File: config.mk
export PLATFORM = sky130hd
export DESIGN_NAME = scheduler_acc_lookup
export DESIGN_NICKNAME = d
export VERILOG_FILES = /design/src/rtl/scheduler_acc_lookup_pkg.sv /design/src/rtl/scheduler_acc_lookup_rr.sv /design/src/rtl/scheduler_acc_lookup.sv
export SDC_FILE = /design/constraint.sdc
export NUM_CORES = 1
export LEC_CHECK = 0
export ABC_CLOCK_PERIOD_IN_PS = 4300
export BUFFER_PORTS_ARGS = -buffer_cell sky130_fd_sc_hd__buf_2
export CAP_MARGIN = 10
export CORE_UTILIZATION = 45
export CTS_BUF_LIST = sky130_fd_sc_hd__clkbuf_8
export DETAILED_ROUTE_END_ITERATION = 7
export PLACE_DENSITY = 0.69
export SLEW_MARGIN = 5
export SYNTH_ARGS = -nofsm -noshare
export SYNTH_HDL_FRONTEND = slang
export SYNTH_SLANG_ARGS = --single-unit
File: constraint.sdc
create_clock -name clk -period 4.3 [get_ports clk]
set_input_delay 0.86 -clock clk [delete_from_list [all_inputs] [get_ports clk]]
set_output_delay 0.86 -clock clk [all_outputs]
set_load 0.03 [all_outputs]
File: src/rtl/scheduler_acc_lookup_pkg.sv
// Shared definitions for the accelerator lookup path.
// Holds the scheduling-data word layout written by the bitinfo parser
// (task type in the low bits, then accelerator id, then instance count-1)
// and the lookup FSM state type.
package scheduler_acc_lookup_pkg;

   localparam int SCHED_TASKTYPE_BITS    = 32;
   localparam int SCHED_DATA_TASK_TYPE_L = 0;
   localparam int SCHED_DATA_TASK_TYPE_H = SCHED_DATA_TASK_TYPE_L + SCHED_TASKTYPE_BITS - 1;
   localparam int SCHED_DATA_ACCID_L     = 32;
   localparam int SCHED_DATA_COUNT_L     = 40;

   typedef enum logic [1:0] {
      ST_IDLE,
      ST_ISSUE,
      ST_COMPARE,
      ST_RESPOND
   } LookupState_t;

endpackage

File: src/rtl/scheduler_acc_lookup_rr.sv
// sched_rr_counters: one round-robin counter per scheduling-data entry.
// Ports:
//   clk, rst   clock, async active-high reset
//   clr        synchronous clear of every counter
//   idx        entry selected for both read and update
//   rr         current counter value of entry idx
//   count      instances-1 of entry idx (wrap point)
//   inc        advance counter idx, wrapping to 0 after count
module sched_rr_counters #(
   parameter int MAX_ACC_TYPES = 16,
   parameter int ACC_TYPE_BITS = $clog2(MAX_ACC_TYPES),
   parameter int ACC_BITS      = 4
) (
   input  logic                     clk,
   input  logic                     rst,
   input  logic                     clr,
   input  logic [ACC_TYPE_BITS-1:0] idx,
   output logic [ACC_BITS-1:0]      rr,
   input  logic [ACC_BITS-1:0]      count,
   input  logic                     inc
);

   logic [MAX_ACC_TYPES-1:0][ACC_BITS-1:0] rr_q;

   assign rr = rr_q[idx];

   always_ff @(posedge clk or posedge rst) begin
      if (rst) begin
         rr_q <= '0;
      end else if (clr) begin
         // stale counters would bias selection after a reconfiguration
         rr_q <= '0;
      end else if (inc) begin
         rr_q[idx] <= (rr_q[idx] == count) ? '0 : rr_q[idx] + 1'b1;
      end
   end

endmodule

File: src/rtl/scheduler_acc_lookup.sv
// scheduler_acc_lookup: maps a task type to an accelerator instance.
// Scans the scheduling-data memory (port B, 1-cycle read latency) linearly
// for the first entry of the requested type and hands out its instances
// round-robin.
// Ports:
//   clk, rst                   clock, async active-high reset
//   cfg_done, num_acc_types    scheduling data valid / number of entries
//   req_valid/ready/task_type  lookup request
//   scheduleData_portB_*       memory read port
//   rsp_valid/ready            response handshake
//   rsp_found/acc_id/type_idx  lookup result
module scheduler_acc_lookup
   import scheduler_acc_lookup_pkg::*;
#(
   parameter int MAX_ACCS        = 16,
   parameter int MAX_ACC_TYPES   = 16,
   parameter int ACC_TYPE_BITS   = $clog2(MAX_ACC_TYPES),
   parameter int SCHED_DATA_BITS = 48,
   localparam int ACC_BITS       = $clog2(MAX_ACCS)
) (
   input  logic                           clk,
   input  logic                           rst,
   input  logic                           cfg_done,
   input  logic [ACC_TYPE_BITS:0]         num_acc_types,
   input  logic                           req_valid,
   output logic                           req_ready,
   input  logic [SCHED_TASKTYPE_BITS-1:0] req_task_type,
   output logic [ACC_TYPE_BITS-1:0]       scheduleData_portB_addr,
   output logic                           scheduleData_portB_en,
   input  logic [SCHED_DATA_BITS-1:0]     scheduleData_portB_dout,
   output logic                           rsp_valid,
   input  logic                           rsp_ready,
   output logic                           rsp_found,
   output logic [ACC_BITS-1:0]            rsp_acc_id,
   output logic [ACC_TYPE_BITS-1:0]       rsp_type_idx
);

   localparam logic [ACC_TYPE_BITS:0] NUM_MAX = (ACC_TYPE_BITS+1)'(MAX_ACC_TYPES);

   LookupState_t                   state;
   logic                           idle_q;
   logic [SCHED_TASKTYPE_BITS-1:0] type_q;
   logic [ACC_TYPE_BITS-1:0]       idx;
   logic [ACC_TYPE_BITS:0]         num_q;
   logic [ACC_TYPE_BITS:0]         num_clamped;

   logic [SCHED_TASKTYPE_BITS-1:0] dout_type;
   logic [ACC_BITS-1:0]            dout_accid;
   logic [ACC_BITS-1:0]            dout_count;
   logic [ACC_BITS-1:0]            rr_val;
   logic                           hit;
   logic                           last;
   logic                           unused_dout;

   assign dout_type  = scheduleData_portB_dout[SCHED_DATA_TASK_TYPE_H:SCHED_DATA_TASK_TYPE_L];
   assign dout_accid = scheduleData_portB_dout[SCHED_DATA_ACCID_L +: ACC_BITS];
   assign dout_count = scheduleData_portB_dout[SCHED_DATA_COUNT_L +: ACC_BITS];
   // upper bits of the id/count fields are ignored by design
   assign unused_dout = ^scheduleData_portB_dout;

   assign num_clamped = (num_acc_types > NUM_MAX) ? NUM_MAX : num_acc_types;
   assign hit  = (state == ST_COMPARE) && (dout_type == type_q);
   assign last = ({1'b0, idx} == num_q - 1'b1);

   // idle_q is registered so ready stays low out of reset; cfg_done gates
   // it directly so a dropped config is never accepted against
   assign req_ready = idle_q & cfg_done;

   sched_rr_counters #(
      .MAX_ACC_TYPES (MAX_ACC_TYPES),
      .ACC_TYPE_BITS (ACC_TYPE_BITS),
      .ACC_BITS      (ACC_BITS)
   ) u_rr (
      .clk   (clk),
      .rst   (rst),
      .clr   (!cfg_done),
      .idx   (idx),
      .rr    (rr_val),
      .count (dout_count),
      .inc   (hit)
   );

   always_ff @(posedge clk or posedge rst) begin
      if (rst) begin
         state                   <= ST_IDLE;
         idle_q                  <= 1'b0;
         type_q                  <= '0;
         idx                     <= '0;
         num_q                   <= '0;
         scheduleData_portB_en   <= 1'b0;
         scheduleData_portB_addr <= '0;
         rsp_valid               <= 1'b0;
         rsp_found               <= 1'b0;
         rsp_acc_id              <= '0;
         rsp_type_idx            <= '0;
      end else begin
         case (state)
            ST_IDLE: begin
               idle_q <= 1'b1;
               if (req_valid && req_ready) begin
                  idle_q       <= 1'b0;
                  type_q       <= req_task_type;
                  idx          <= '0;
                  num_q        <= num_clamped;
                  rsp_found    <= 1'b0;
                  rsp_acc_id   <= '0;
                  rsp_type_idx <= '0;
                  if (num_clamped == '0) begin
                     // empty table: RESPOND raises rsp_valid one edge later
                     state <= ST_RESPOND;
                  end else begin
                     scheduleData_portB_en   <= 1'b1;
                     scheduleData_portB_addr <= '0;
                     state                   <= ST_ISSUE;
                  end
               end
            end
            ST_ISSUE: begin
               scheduleData_portB_en <= 1'b0;
               state                 <= ST_COMPARE;
            end
            ST_COMPARE: begin
               if (hit) begin
                  rsp_found    <= 1'b1;
                  rsp_type_idx <= idx;
                  rsp_acc_id   <= dout_accid + rr_val;
                  rsp_valid    <= 1'b1;
                  state        <= ST_RESPOND;
               end else if (last) begin
                  rsp_found  <= 1'b0;
                  rsp_acc_id <= '0;
                  rsp_valid  <= 1'b1;
                  state      <= ST_RESPOND;
               end else begin
                  idx                     <= idx + 1'b1;
                  scheduleData_portB_en   <= 1'b1;
                  scheduleData_portB_addr <= idx + 1'b1;
                  state                   <= ST_ISSUE;
               end
            end
            ST_RESPOND: begin
               if (!rsp_valid) begin
                  rsp_valid <= 1'b1;
               end else if (rsp_ready) begin
                  rsp_valid <= 1'b0;
                  idle_q    <= 1'b1;
                  state     <= ST_IDLE;
               end
            end
            default: state <= ST_IDLE;
         endcase
      end
   end

endmodule

==> metrics, run 1 <==
P&R area growth vs syn=13.8%; initial antenna violation count=0; DRC Markers=0; GPL Wtd Cong=0.802; Arr. time, crit path=3.78 ns; Net Count, Synth=between 700 and 800; die width=126 um; worst-margin pin slew=0.997 ns; post-synth cell types=between 60 and 70; vias in the first global route=5254; max incr delay on CP=0.97 ns; min-delay worst type=register to register; CORE AREA=0.0151 mm^2; H-tree Lvls=4; clk_skew=0.0105 ns; Hold Buf Count CTS=0; cell count of the worst reg-to-reg path=11; post-CTS sizing=0; clock sink count=123; Peak VDD IR=0.000217 V; Reg clk slew, reported paths=0.07 ns; Final min period=around 3.5 ns; Crit path top cell by count=a21oi_1; row cnt=45; Reg-to-Reg End=rsp_acc_id[3]; total negative slack=0 ns; crit-path leading delay family=compound AO/OA/AOI/OAI gates; DRT iter0 DRCs=approximately 440; die area=between 0.015 and 0.02 mm^2; r2r setup slk=0.84 ns; relative slew slack=around 33%; CTS Buf Count=17; RSZ-0062 raised after global routing=no; Fill cells=about 1300; crit path to=rsp_acc_id[3]; grt ovf=0; Via density=5.71; clk buf depth=2; Slew Limit Fails=0; share of cells above drive strength 1=23.6%; fin crit share=80.4%; first-pass GRT wire length=around 26000 um; Synth Area per Inst=10.9 um^2; final WL=between 15000 and 20000 um; worst reg2reg path startpoint=idx[2]; max frequency=between 200 and 300 MHz; sequential element share of the synthesized area=~44%; Die Span Y=126 um; Worst Path Buf+Inv=1; Post-synth ARST share=100%; setup ws final=between 0.8 and 0.9 ns; post-DP HPWL=11000 um; cell count after synthesis=639; CP Launch Point=idx[2]; setup bufs post-CTS=0; setup violators final=0; Total GRT Usage=20.8%; power consumption=4.17 mW; Fin. Hold Viols=0; worst endpoint required time=approximately 4.6 ns; Ys Warns=0; Setup WS pre-CTS=about 0.8 ns; crit path kind=register to register; I/O Pins=106; Worst setup EP type=register; CTS tree=yes; status=finished, final reports clean; ant diodes=0; Primary FF master, synth=dfrtp_1; pin count of the biggest net entering global routing=between 60 and 70; vias post-DR=~5300; synthesized flop and latch total=123; Levels on crit path=11; Worst-Skew Late Latency=about 0.43 ns; startpoint types=register; Post-synth EDFFs=0; Mapped Area=0.00696 mm^2; drt first pass iters=5; Initial Util=45.9%; CP max stage cell=dfrtp_2; Routed Antenna Nets=0; CP cell instances=buf_4 -> mux2i_1 -> a22oi_1 -> a21oi_1 -> nor2_1 -> ha_1 -> a21o_1 -> a21oi_1 -> xor2_1 -> xnor2_1 -> a32o_1; routed wire length per instance=17.0 um; fin nets=829; Power Dens Cells=around 530 mW/mm^2; Buffers on Ports=97; Crit Path Max Fanout=39; leakage power=about 3.5 nW; Root Driver=clkbuf_8; max cap viols=0
[synthesized netlist by cell type, types with 2 or more instances]
cell type / n / share of area (%)
buf_4: 4 / 0.43
mux2_1: 37 / 6.0
dfrtp_1: 123 / 44
o2111ai_1: 9 / 1.1
nor3_1: 2 / 0.14
nor2_1: 12 / 0.65
o31ai_2: 10 / 1.8
o211ai_1: 17 / 1.8
a21o_1: 2 / 0.22
a21oi_1: 10 / 0.72
clkbuf_1: 17 / 0.92
o31ai_1: 16 / 1.7
and2_1: 17 / 1.5
and3_1: 5 / 0.45
nand2_1: 53 / 2.9
inv_1: 19 / 1.0
buf_6: 5 / 0.81
xnor2_1: 6 / 0.76
xor2_1: 38 / 4.8
mux2i_4: 2 / 0.65
a21boi_1: 25 / 2.7
o21ai_1: 12 / 0.86
nor4_4: 4 / 1.2
o21a_1: 2 / 0.22
buf_1: 4 / 0.22
nand3_1: 41 / 3.0
buf_2: 7 / 0.50
mux4_2: 4 / 1.3
inv_2: 2 / 0.11
nor2_2: 2 / 0.18
ha_1: 13 / 2.3
o21ai_0: 18 / 1.3
mux2i_1: 28 / 4.0
nand4_2: 2 / 0.36
a32o_1: 4 / 0.58
a22oi_1: 11 / 1.2
a31oi_1: 17 / 1.5
nor4_1: 9 / 0.81
nand2b_1: 6 / 0.54
[cells by family (layout without fill, tap and decap cells)]
family          Yosys count  after routing  synth area share (%)
buf+inv                  60            157                  4.28
simple gates            160            160                  12.6
mux                      71             71                  12.0
compound gates          165            165                  18.2
fa+ha+maj                14             14                  2.63
flops                   123            123                  44.3
xor+xnor                 46             46                  6.17
[metrics by stage]
| step | hold WS (ns) | instances | instance area, um^2 | util [%] |
|---|---|---|---|---|
| after global placement | 0.473 | 894 | 7530 | 49.7 |
| after global routing | 0.516 | 924 | 7920 | 52.3 |
| after CTS | 0.495 | 924 | 7920 | 52.3 |
| after detailed placement | 0.480 | 894 | 7530 | 49.7 |
| after floorplan | 0.469 | 639 | 6960 | - |
| final | 0.491 | 924 | 7920 | 52.3 |
[layout make-up]
class | instances | area, um^2 | share of cell area, %
clock buffer | 21 | 289 | 3.65
clock inverter | 9 | 97.6 | 1.23
timing repair buffer | 105 | 546 | 6.89
multi-input combinational | 456 | 3580 | 45.3
sequential | 123 | 3080 | 38.9
inverter | 22 | 85.1 | 1.07
tap | 188 | 235 | 2.97
[metal layers]
layer	vias up	wire, um	global-route usage, %
met2	183	7340	33.0
li1	2510	-	-
met3	18	824	4.22
met5	-	0	0
met4	0	243	7.44
met1	2569	7310	28.3
[power breakdown]
group / internal [mW] / switching (mW)
clock: 0.563 / 0.438
combinational: 0.605 / 0.974
sequential: 1.37 / 0.217
[cells in the final DEF, fill, tap and decap left out, types with 3 or more instances in the layout]
cell,instances
xnor2_1,6
and2_1,17
nor2_1,12
clkbuf_8,21
nand3_1,40
o21ai_1,12
a21oi_1,10
and3_1,5
mux2_1,37
buf_4,8
nand2_1,53
ha_1,13
o31ai_2,10
a32o_1,4
o2111ai_1,9
inv_1,20
mux4_2,4
dfrtp_1,122
nor4_4,4
nand2b_1,6
a31oi_1,17
o31ai_1,16
mux2i_1,28
clkinv_2,3
a21boi_1,25
a22oi_1,11
nor4_1,9
o21ai_0,18
buf_2,97
o211ai_1,17
xor2_1,38
[worst min-delay path by stage]
| stage | from | end | slack (ns) | cells after the start |
|---|---|---|---|---|
| after floorplan | u_rr.rr_q[11] | u_rr.rr_q[11] | 0.47 | 2 |
| after global placement | rsp_acc_id[1] | rsp_acc_id[1] | 0.47 | 1 |
| after detailed placement | rsp_acc_id[2] | rsp_acc_id[2] | 0.48 | 1 |
| after CTS | rsp_acc_id[2] | rsp_acc_id[2] | 0.50 | 1 |
| after global routing | rsp_acc_id[2] | rsp_acc_id[2] | 0.52 | 1 |
| final | rsp_acc_id[2] | rsp_acc_id[2] | 0.49 | 1 |
[registers in the layout (all words and copies together), names as in the netlist]
register                 count
num_q                        5
idle_q                       1
u_rr.rr_q                   64
scheduleData_portB_en        1
rsp_type_idx                 4
type_q                      32
scheduleData_portB_addr      4
state                        2
idx                          4
rsp_valid                    1
rsp_acc_id                   4
rsp_found                    1
Note: power is estimated with default switching activity, not from simulation.
==> run 2, diff against run 1 <==
--- a/config.mk
+++ b/config.mk
@@ -5,7 +5,7 @@
 export SDC_FILE = /design/constraint.sdc
 export NUM_CORES = 1
 export LEC_CHECK = 0
-export ABC_CLOCK_PERIOD_IN_PS = 4300
+export ABC_CLOCK_PERIOD_IN_PS = 3120
 export BUFFER_PORTS_ARGS = -buffer_cell sky130_fd_sc_hd__buf_2
 export CAP_MARGIN = 10
 export CORE_UTILIZATION = 45
==> constraint.sdc (replaced) <==
create_clock -name clk -period 3.12 [get_ports clk]
set_input_delay 0.624 -clock clk [delete_from_list [all_inputs] [get_ports clk]]
set_output_delay 0.624 -clock clk [all_outputs]
set_load 0.03 [all_outputs]
==> run 2 against run 1 <==
Compared with the run above: cell area is 1.4% higher; largest power group is now combinational cells; combinational power grew 47%; sequential power rose by 34%; register-to-register slack lost 0.52 ns; critical path type unchanged; clock power is 31% higher; count of clock-buffer cells in the layout fell by 4; maximum frequency up 23%; hold slack worse by 0.18 ns; cell count increased by 2.1%.
==> metrics, run 2 (synthesis results as in run 1) <==
Worst Path Buf+Inv=1; sw power=2.36 mW; fin crit share=between 80% and 90%; total internal power=3.40 mW; setup violators final=0; CP cell instances=buf_4 -> mux4_2 -> mux2i_4 -> mux2i_4 -> ha_1 -> a21oi_1 -> xor2_1 -> xnor2_1 -> a32o_1; clk_skew=0.0157 ns; startpoint types=register; max frequency=357 MHz; most frequent cells in the layout=dfrtp_1 (122), buf_2 (97), nand2_1 (53), nand3_1 (40), xor2_1 (38); Initial Util=about 46%; status=finished, final reports clean; Crit Path Max Fanout=9; max incr delay on CP=0.57 ns; pin count of the biggest net entering global routing=67; Largest regs=u_rr.rr_q x64, type_q x32, num_q x5; share of cells above drive strength 1=25.7%; Peak VDD IR=0.000324 V; grt ovf=0; Worst setup EP type=register; Arr. time, crit path=3.14 ns; Fill cells=1311; CTS Buf Count=17; Reg clk slew, reported paths=around 0.080 ns; die area=0.0160 mm^2; Root Driver=clkbuf_8; GPL Wtd Cong=roughly 0.82; I/O Pins=106; relative slew slack=35.5%; clock sink count=123; Total GRT Usage=a little over a fifth; ant diodes=0; vias post-DR=5411; CORE AREA=0.0151 mm^2; combinational group share of total power=40.3%; final WL=15900 um; Via density=5.74; total negative slack=0 ns; drt first pass iters=5; crit path kind=register to register; vias in the first global route=between 5000 and 6000; post-DP HPWL=between 10000 and 15000 um; leakage power=3.53 nW; number of flip-flops in the largest register=64; power consumption=roughly 5.8 mW; Switching Fraction=40.9%; Fin. Hold Viols=0; row cnt=45; DRT iter0 DRCs=slightly above 500; Final min period=2.80 ns; utilization after layout=53.0%; post-CTS sizing=0; die width=126 um; CTS tree=yes; P&R area growth vs syn=15.5%; fin nets=approximately 850; crit-path leading delay family=multiplexers; routed wire length per instance=approximately 17 um; clock power share=22.7%; DRC Markers=0; setup bufs post-CTS=0; max cap viols=0; min-delay worst type=input pin to async pin; Crit path top cell by count=mux2i_4; Routed Antenna Nets=0; Largest Register=u_rr.rr_q; Hold Buf Count CTS=0; worst-margin pin slew=a little under 1 ns; commonest non-fill, non-tap cell in the layout=dfrtp_1; Worst-Skew Late Latency=0.45 ns; clk buf depth=2; initial antenna violation count=0; H-tree Lvls=4; RSZ-0062 raised after global routing=no; Slew Limit Fails=0; Seq pwr share=37.0%; Buffers on Ports=97; Die Span Y=approximately 130 um; first-pass GRT wire length=26700 um; Power Dens Cells=roughly 720 mW/mm^2; CP max stage cell=dfrtp_1; worst endpoint required time=around 3.5 ns
## run 2: cell types whose count changed in the layout (fill, tap and decap cells not counted), moves of 2 or more
cell	delta
inv_6	+3
clkinv_2	+2
buf_4	+16
clkbuf_8	-4
clkinvlp_4	+2
clkinv_4	+2
## run 2: layout make-up
type / count / area (um^2) / area share (%)
Multi-Input combinational cell: 456 / 3580 / 44.6
Sequential cell: 123 / 3080 / 38.3
Timing Repair Buffer: 122 / 686 / 8.54
Tap cell: 188 / 235 / 2.93
Clock buffer: 17 / 234 / 2.91
Clock inverter: 15 / 125 / 1.56
Inverter: 22 / 86.3 / 1.08
## run 2: metal layers
| metal | wire (um) | up-vias | track usage, % | share of wire (%) |
|---|---|---|---|---|
| met3 | 922 | 31 | 5.10 | 5.8 |
| met5 | 0 | - | 0 | 0 |
| li1 | - | 2549 | - | - |
| met1 | 7360 | 2631 | 27.9 | 46 |
| met4 | 334 | 0 | 8.22 | 2.1 |
| met2 | 7320 | 200 | 33.6 | 46 |
## run 2: worst paths after layout
| path | end | from | slack, ns | cells after the start |
|---|---|---|---|---|
| worst max-delay path | rsp_acc_id[3] | idx[1] | 0.32 | 9 |
| worst max register to register | rsp_acc_id[3] | idx[1] | 0.32 | 9 |
| worst min-delay path | idx[0] | rst | 0.32 | 3 |
| min in group clk | type_q[0] | req_task_type[0] | 0.39 | 2 |
| max in group asynchronous | u_rr.rr_q[29] | rst | 2.32 | 3 |
| worst min register to register | rsp_acc_id[1] | rsp_acc_id[1] | 0.49 | 1 |
## run 2: stage by stage
| step | hold slack (ns) | setup slack (ns) | area [um^2] | cells |
|---|---|---|---|---|
| floorplan | 0.469 | 0.612 | 6960 | 639 |
| global placement | 0.473 | 0.330 | 7670 | 911 |
| detailed placement | 0.476 | 0.301 | 7670 | 911 |
| CTS | 0.313 | 0.300 | 8030 | 943 |
| global route | 0.339 | 0.0848 | 8030 | 943 |
| finish | 0.316 | 0.319 | 8030 | 943 |
## run 2: tightest hold or removal path: stages
cell and delay (ns):
buf_2 0.11, clkinvlp_4 0.07, buf_4 0.37
## run 2: power groups by stage
stage          Combinational [mW]  Clock (mW)  Sequential (mW)
5_1_grt                      2.56        1.39             2.17
2_1_floorplan                1.77           0             2.15
6_report                     2.32        1.31             2.13
3_3_place_gp                 2.23           0             2.14
3_5_place_dp                 2.32           0             2.16
4_1_cts                      2.34        1.33             2.13
==> run 3, diff against run 2 <==
--- a/config.mk
+++ b/config.mk
@@ -6,12 +6,14 @@
 export NUM_CORES = 1
 export LEC_CHECK = 0
 export ABC_CLOCK_PERIOD_IN_PS = 3120
-export BUFFER_PORTS_ARGS = -buffer_cell sky130_fd_sc_hd__buf_2
 export CAP_MARGIN = 10
-export CORE_UTILIZATION = 45
+export CELL_PAD_IN_SITES_DETAIL_PLACEMENT = 1
+export CELL_PAD_IN_SITES_GLOBAL_PLACEMENT = 2
+export CORE_UTILIZATION = 39
 export CTS_BUF_LIST = sky130_fd_sc_hd__clkbuf_8
 export DETAILED_ROUTE_END_ITERATION = 7
-export PLACE_DENSITY = 0.69
+export DONT_BUFFER_PORTS = 1
+export PLACE_DENSITY = 0.8
 export SLEW_MARGIN = 5
 export SYNTH_ARGS = -nofsm -noshare
 export SYNTH_HDL_FRONTEND = slang
==> run 3 against run 2 <==
Compared with the run above: count of clock-buffer cells in the layout is the same; non-clock buffer count shrank 89; via count shrank 5.4%; die area grew 15%; hold slack lost 0.14 ns; flip-flop and latch count is the same; maximum frequency shrank 6.4%; critical endpoint is now u_rr.rr_q[0].
==> metrics, run 3 (synthesis results as in run 1) <==
fin area=0.00773 mm^2; startpoint types=register; CP cell instances=mux4_2 -> mux2i_1 -> mux2i_4 -> xnor2_2 -> o2111ai_4 -> buf_4 -> o2111ai_1 -> a21boi_1; Post-DP Area=0.00733 mm^2; min-delay worst type=input pin to async pin; Power Dens Cells=773 mW/mm^2; die area=0.0184 mm^2; most frequent cells in the layout=dfrtp_1 (122), nand2_1 (53), nand3_1 (40), xor2_1 (38), mux2_1 (37); Via density=around 5.7; number of flip-flops in the largest register=64; CP max stage cell=dfrtp_1; total negative slack=0 ns; highest metal used=met4; Die Span Y=~140 um; clk buf depth=2; Arr. time, crit path=3.31 ns; worst reg2reg path startpoint=idx[0]; Slew Limit Fails=0; drt first pass iters=5; worst endpoint required time=3.44 ns; H-tree Lvls=4; setup bufs post-CTS=0; Reg-to-Reg End=u_rr.rr_q[0]; final WL=approximately 18000 um; CTS tree=yes; CTS Buf Count=17; status=finished, final reports clean; first-pass GRT wire length=29600 um; Largest Register=u_rr.rr_q; Initial Util=40.1%; Total GRT Usage=a little over a fifth; max cap viols=0; die width=136 um; Peak VDD IR=between 0.0003 and 0.0004 V; vias post-DR=around 5100; Root Driver=clkbuf_8; ant diodes=0; pin count of the biggest net entering global routing=68; share of cells above drive strength 1=15.9%; Worst-Skew Late Latency=roughly 0.44 ns; Routed Antenna Nets=0; Reg clk slew, reported paths=0.08 ns; Hold Buf Count CTS=0; Worst setup EP type=register; post-CTS sizing=0; metal1 wirelength=approximately 7700 um; Final min period=roughly 3 ns; worst-margin pin slew=0.774 ns; Fin. Hold Viols=0; Detail Route met3 WL=~740 um; GPL Wtd Cong=0.804; max incr delay on CP=approximately 0.63 ns; clock sink count=123; clk_skew=0.0107 ns; crit path kind=register to register; max frequency=334 MHz; DR WL met2=9180 um; grt ovf=0; leakage power=3.20 nW; Buffers on Ports=0; row cnt=48; setup violators final=0; CORE AREA=0.0174 mm^2; Crit Path Max Fanout=16; vias in the first global route=about 5600; fin nets=757; cell count of the worst reg-to-reg path=8; P&R area growth vs syn=11.1%; fin crit share=95.9%; I/O Pins=106; r2r setup slk=0.13 ns; DRC Markers=0; post-DP HPWL=13000 um; Fill cells=1918; commonest non-fill, non-tap cell in the layout=dfrtp_1; routed wire length per instance=20.2 um; relative slew slack=48.2%; DRT iter0 DRCs=slightly below 200; Largest regs=u_rr.rr_q x64, type_q x32, num_q x5; RSZ-0062 raised after global routing=no; initial antenna violation count=0
[run 3: cell count changes in the layout (fill, tap and decap cells not counted)]
cell / before / now
inv_6: 3 / 5
buf_2: 97 / 0
inv_1: 19 / 18
clkinv_4: 2 / 5
buf_4: 24 / 29
bufinv_16: 1 / 2
clkinvlp_4: 4 / 2
clkinv_2: 5 / 2
buf_12: 1 / 4
[run 3: worst max-delay path by stage]
| stage | cells past startpoint | end | from |
|---|---|---|---|
| 6_report | 8 | u_rr.rr_q[0] | idx[0] |
| 4_1_cts | 8 | u_rr.rr_q[0] | idx[0] |
| 2_1_floorplan | 11 | rsp_acc_id[3] | idx[0] |
| 3_5_place_dp | 7 | u_rr.rr_q[44] | idx[0] |
| 3_3_place_gp | 8 | u_rr.rr_q[43] | idx[0] |
| 5_1_grt | 8 | u_rr.rr_q[0] | idx[0] |
[run 3: final cells by class]
cell class	instances	area, um^2	share of cell area (%)
Tap cell	225	282	3.64
Clock buffer	17	234	3.03
Inverter	22	86.3	1.12
Sequential cell	123	3080	39.8
Clock inverter	15	165	2.14
Timing Repair Buffer	33	298	3.85
Multi-Input combinational cell	456	3580	46.4
[run 3: power breakdown]
part,switching (mW),internal (mW)
Clock,0.717,0.724
Combinational,1.41,0.904
Sequential,0.322,1.89
[run 3: metal layers]
metal,vias up,track usage (%)
met5,-,0
li1,2362,-
met1,2621,25.6
met3,26,4.19
met2,112,36.4
met4,0,7.93
[run 3: per-stage QoR]
stage | hold slack, ns | cells | utilization, % | total power [mW] | setup WS [ns]
floorplan | 0.469 | 639 | - | 3.92 | 0.612
global placement | 0.481 | 859 | 42.2 | 4.45 | 0.230
detailed placement | 0.493 | 859 | 42.2 | 4.58 | 0.181
CTS | 0.172 | 891 | 44.5 | 6.04 | 0.0926
global route | 0.190 | 891 | 44.5 | 6.38 | 0.0125
finish | 0.173 | 891 | 44.5 | 5.98 | 0.129
[run 3: critical path, delay by kind of cell (launching register included)]
family / cells / cell delay [ns]
buf+inv: 1 / 0.29
xor+xnor: 1 / 0.26
mux: 3 / 1.05
flops: 1 / 0.63
compound gates: 3 / 0.63
